File: src/rtl/spi_lcd_frame.sv
// Byte source for spi_lcd: emits the controller init sequence once after reset,
// then repeats window header + RGB565 pixel stream (high byte first) per frame.
module spi_lcd_frame #(
  parameter int unsigned WIDTH  = 240,
  parameter int unsigned HEIGHT = 320,
  parameter logic [7:0]  MADCTL = 8'h00
) (
  input  logic        clock,
  input  logic        reset,
  input  logic [15:0] in,
  input  logic        put,
  output logic        full,
  output logic        lcd_dc,
  output logic [7:0]  lcd_out,
  output logic        lcd_put,
  input  logic        lcd_full,
  output logic        ready,
  output logic        frame
);

  localparam longint unsigned Total = 64'(WIDTH) * 64'(HEIGHT);
  localparam int unsigned CntW = $clog2(Total + 1);
  localparam logic [CntW-1:0] LastPix = CntW'(Total - 1);
  localparam logic [15:0] Xe = 16'(WIDTH - 1);
  localparam logic [15:0] Ye = 16'(HEIGHT - 1);

  typedef enum logic [2:0] {
    StInit,
    StHead,
    StPixWait,
    StPixHi,
    StPixLo
  } state_e;

  state_e          state_q, state_d;
  logic [3:0]      idx_q, idx_d;
  logic [CntW-1:0] cnt_q, cnt_d;
  logic [15:0]     pix_q, pix_d;
  logic            ready_q, ready_d;
  logic            frame_q, frame_d;
  logic            emits;

  always_ff @(posedge clock) begin
    if (reset) begin
      state_q <= StInit;
      idx_q   <= 4'd0;
      cnt_q   <= '0;
      pix_q   <= 16'h0000;
      ready_q <= 1'b0;
      frame_q <= 1'b0;
    end else begin
      state_q <= state_d;
      idx_q   <= idx_d;
      cnt_q   <= cnt_d;
      pix_q   <= pix_d;
      ready_q <= ready_d;
      frame_q <= frame_d;
    end
  end

  always_comb begin
    state_d = state_q;
    idx_d   = idx_q;
    cnt_d   = cnt_q;
    pix_d   = pix_q;
    ready_d = ready_q;
    frame_d = 1'b0;
    lcd_dc  = 1'b0;
    lcd_out = 8'h00;
    full    = 1'b1;
    // Every state except PIX_WAIT presents a byte; it moves only when accepted.
    emits   = (state_q != StPixWait);
    lcd_put = emits & ~lcd_full & ~reset;

    unique case (state_q)
      StInit: begin
        case (idx_q)
          4'd0:    begin lcd_dc = 1'b0; lcd_out = 8'h01;  end
          4'd1:    begin lcd_dc = 1'b0; lcd_out = 8'h11;  end
          4'd2:    begin lcd_dc = 1'b0; lcd_out = 8'h3A;  end
          4'd3:    begin lcd_dc = 1'b1; lcd_out = 8'h55;  end
          4'd4:    begin lcd_dc = 1'b0; lcd_out = 8'h36;  end
          4'd5:    begin lcd_dc = 1'b1; lcd_out = MADCTL; end
          default: begin lcd_dc = 1'b0; lcd_out = 8'h29;  end
        endcase
        if (lcd_put) begin
          if (idx_q == 4'd6) begin
            idx_d   = 4'd0;
            ready_d = 1'b1;
            state_d = StHead;
          end else begin
            idx_d = idx_q + 4'd1;
          end
        end
      end

      StHead: begin
        case (idx_q)
          4'd0:    begin lcd_dc = 1'b0; lcd_out = 8'h2A;     end
          4'd3:    begin lcd_dc = 1'b1; lcd_out = Xe[15:8];  end
          4'd4:    begin lcd_dc = 1'b1; lcd_out = Xe[7:0];   end
          4'd5:    begin lcd_dc = 1'b0; lcd_out = 8'h2B;     end
          4'd8:    begin lcd_dc = 1'b1; lcd_out = Ye[15:8];  end
          4'd9:    begin lcd_dc = 1'b1; lcd_out = Ye[7:0];   end
          4'd10:   begin lcd_dc = 1'b0; lcd_out = 8'h2C;     end
          default: begin lcd_dc = 1'b1; lcd_out = 8'h00;     end
        endcase
        if (lcd_put) begin
          if (idx_q == 4'd10) begin
            idx_d   = 4'd0;
            cnt_d   = '0;
            state_d = StPixWait;
          end else begin
            idx_d = idx_q + 4'd1;
          end
        end
      end

      StPixWait: begin
        full = 1'b0;
        if (put) begin
          pix_d   = in;
          state_d = StPixHi;
        end
      end

      StPixHi: begin
        lcd_dc  = 1'b1;
        lcd_out = pix_q[15:8];
        if (lcd_put) state_d = StPixLo;
      end

      StPixLo: begin
        lcd_dc  = 1'b1;
        lcd_out = pix_q[7:0];
        if (lcd_put) begin
          if (cnt_q == LastPix) begin
            frame_d = 1'b1;
            state_d = StHead;
          end else begin
            cnt_d   = cnt_q + 1'b1;
            state_d = StPixWait;
          end
        end
      end

      default: state_d = StInit;
    endcase
  end

  assign ready = ready_q;
  assign frame = frame_q;

endmodule
File: config.mk
export PLATFORM = sky130hd
export DESIGN_NAME = spi_lcd_frame
export DESIGN_NICKNAME = d
export VERILOG_FILES = /design/src/rtl/spi_lcd_frame.sv
export SDC_FILE = /design/constraint.sdc
export NUM_CORES = 1
export LEC_CHECK = 0
export CORE_MARGIN = 2
export CORE_UTILIZATION = 44
export CTS_BUF_LIST = sky130_fd_sc_hd__clkbuf_4
export CTS_CLUSTER_SIZE = 14
export DETAILED_ROUTE_END_ITERATION = 8
export GPL_ROUTABILITY_DRIVEN = 0
export MAX_ROUTING_LAYER = met4
export PLACE_DENSITY = 0.66
export REMOVE_ABC_BUFFERS = 1
export SKIP_CTS_REPAIR_TIMING = 1
export SYNTH_ARGS = -nofsm -noshare
export SYNTH_HDL_FRONTEND = slang
export SYNTH_SLANG_ARGS = --single-unit
File: constraint.sdc
create_clock -name clock -period 2.2 [get_ports clock]
set_clock_uncertainty 0.15 [all_clocks]
set_input_delay 0.44 -clock clock [delete_from_list [all_inputs] [get_ports clock]]
set_output_delay 0.44 -clock clock [all_outputs]
set_load 0.01 [all_outputs]
==> flow_summary.json <==
{
  "ant_nets": 0,
  "setup_violations": 9,
  "coreArea_um2": 5540,
  "gr-total-overflow": 0,
  "drtIter0Drc": 189,
  "reg2reg_slack_ps": 90,
  "critPathLaunch": "state_q[2]$_SDFFE_PP0P_",
  "drv_cap": 0,
  "critPathMaxFanout": 6,
  "grt_first_pass_wirelength_mm": 11.1,
  "cp_slowest_stage_delay_ps": 390,
  "r2r-start": "state_q[2]$_SDFFE_PP0P_",
  "final_nets": 441,
  "startpoint_type": "register",
  "rsz0062_at_grt": "true",
  "synth-seq-cells": 42,
  "numCtsBuffers": 5,
  "num_io_pins": 33,
  "grt_pass1_vias": 2380,
  "worst_slack_ps": -219,
  "synth_top_area_share_pct": 33.2,
  "dr.pass1.iters": 6,
  "min_path_type": "input port to register",
  "mostFrequentLayoutCells": "69 x buf_4, 52 x nand2_1, 35 x dfxtp_1",
  "cp_slowest_cell": "dfxtp_4",
  "synth_edf_count": 0,
  "wl_per_cell_um": 14.9,
  "hpwl_mm": 5.06,
  "worstSetupPathType": "register to output pin",
  "syn-cell-area_um2": 2530,
  "rows": 27,
  "p_total_mw": 1.44,
  "cts.htree.levels": 2,
  "grt_max_degree": 30,
  "run_status": "complete, but fails checks",
  "hold_violations": 0,
  "max_freq_mhz": 413,
  "die_area_um2": 6380,
  "gr-usage-all-layers_pct": 22.4,
  "worst_ep_arrival_time_ps": 1830,
  "whs_ps": 255,
  "fin_crit_ps": 2420,
  "violations": "negative setup slack",
  "worstMarginPinSlew_ps": 513,
  "yosys_warnings": 0,
  "drcViolationCount": 0,
  "layout_commonest_cell": "buf_4",
  "path_cells": "buf_6, buf_6, nor4_4, a21oi_1, o31ai_1, buf_2",
  "viasPerCell": 5.57,
  "drive_gt1_share_pct": 38.0,
  "die_h_um": 79.9,
  "cts_buffer_depth": 2,
  "worst_r2r_path_depth": 8,
  "slew_headroom_pct": 65.7,
  "die_w_um": 79.9,
  "min_from": "reset",
  "cts_sinks": 42,
  "dp.cells": 477,
  "synth_cells": 329,
  "num_antenna_cells": 0,
  "cpMostUsedCell": "buf_6",
  "antenna_found_initial": 0,
  "cts-root-buf": "clkbuf_4",
  "finalMaxSlewViolations": 0,
  "hold_end": "state_q[1]$_SDFFE_PP0P_",
  "whs_path_depth": 3,
  "ys_seq_area_share_pct": 33.2,
  "postRouteWirelength_mm": 7.33,
  "synthToLayoutAreaGrowth_pct": 43.4,
  "clk_latency_ps": 370,
  "avgSynthCellArea_um2": 7.70,
  "ys.flop_type": "dfxtp_1",
  "cts_tree": "done",
  "dpl-instance-area_um2": 3330,
  "clk_pin_slew_ps": 130,
  "instances_no_fill": 493,
  "synth_area_leader_cell": "dfxtp_1",
  "min_period_over_period_pct": 110,
  "p_leak_nw": 1.40,
  "synthTopCellsByArea": "dfxtp_1 33%, nand2_1 8.0%, a21oi_1 6.9%",
  "synthArstFlopShare_pct": 0,
  "post-place-ws_ps": -223,
  "worst_setup_path_end_kind": "output pin",
  "final_core_util_pct": 65.6,
  "vias": 2746,
  "ys_types": 61,
  "power.density_nw_per_um2": 395,
  "worst_ep_required_time_ps": 1610,
  "reg2reg_to": "cnt_q[9]$_SDFFE_PP0P_",
  "final_area_um2": 3630,
  "peakVddDrop_v": 0.000311,
  "start_util_pct": 45.7,
  "numPortBuffers": 32,
  "setup-tns-final_ps": -1140
}
[area by class of cell]
| class | instances | area [um^2] |
|---|---|---|
| Fill cell | 486 | 1910 |
| Multi-Input combinational cell | 256 | 1690 |
| Timing Repair Buffer | 108 | 880 |
| Sequential cell | 42 | 865 |
| Tap cell | 72 | 90.1 |
| Clock buffer | 6 | 45.0 |
| Clock inverter | 2 | 37.5 |
| Inverter | 7 | 26.3 |
[flip-flops by register name, indices dropped and copies added (netlist names)]
| name | cells |
|---|---|
| cnt_q | 17 |
| state_q | 3 |
| ready | 1 |
| pix_q | 16 |
| frame | 1 |
| idx_q | 4 |
[cells by family (layout without fill, tap and decap cells)]
logic type / Yosys count / count (layout) / share of synthesized area [%]
xor+xnor: 6 / 6 / 2.07
buf+inv: 31 / 123 / 5.93
compound gates: 100 / 100 / 26.5
fa+ha+maj: 2 / 2 / 0.889
simple gates: 148 / 148 / 31.5
flops: 42 / 42 / 33.2
[power by group]
group          leakage [nW]  switching [mW]  internal, mW  total [mW]
registers             0.344         0.00557         0.756       0.762
logic                  1.01          0.0636        0.0776       0.141
clock network        0.0419           0.280         0.252       0.532
total                  1.40           0.349          1.09        1.44
[cells in the mapped netlist, types with 7 or more instances]
library cell and n:
a21oi_2 8, o21ai_0 14, nand2b_1 7, nand2_1 54, inv_1 7, dfxtp_1 42
nor2_1 33, clkbuf_1 13, buf_2 8, a21oi_1 35
[metal layers]
| metal | up-vias | wire, um | track usage, % |
|---|---|---|---|
| met4 | 0 | 158 | 6.27 |
| met5 | - | 0 | - |
| met2 | 91 | 3320 | 34.3 |
| met1 | 1276 | 3530 | 31.2 |
| li1 | 1365 | - | - |
| met3 | 14 | 317 | 2.83 |
[worst max-delay path, delay by kind of cell, from the launching register on]
kind | cells | cell delay (ps)
flops | 1 | 390
simple gates | 1 | 270
buf+inv | 3 | 430
compound gates | 2 | 380
[how the worst max path moves through the flow]
stage                                  endpoint  slack [ps]  cells after the start
final                                lcd_out[6]        -220                      6
after global routing                 lcd_out[1]        -360                      6
after CTS                            lcd_out[3]        -620                      5
after detailed placement                lcd_put        -220                      4
after global placement               lcd_out[3]        -200                      5
after floorplan           cnt_q[5]$_SDFFE_PP0P_        -180                      4
No activity file was read; power rests on OpenSTA's default activity.
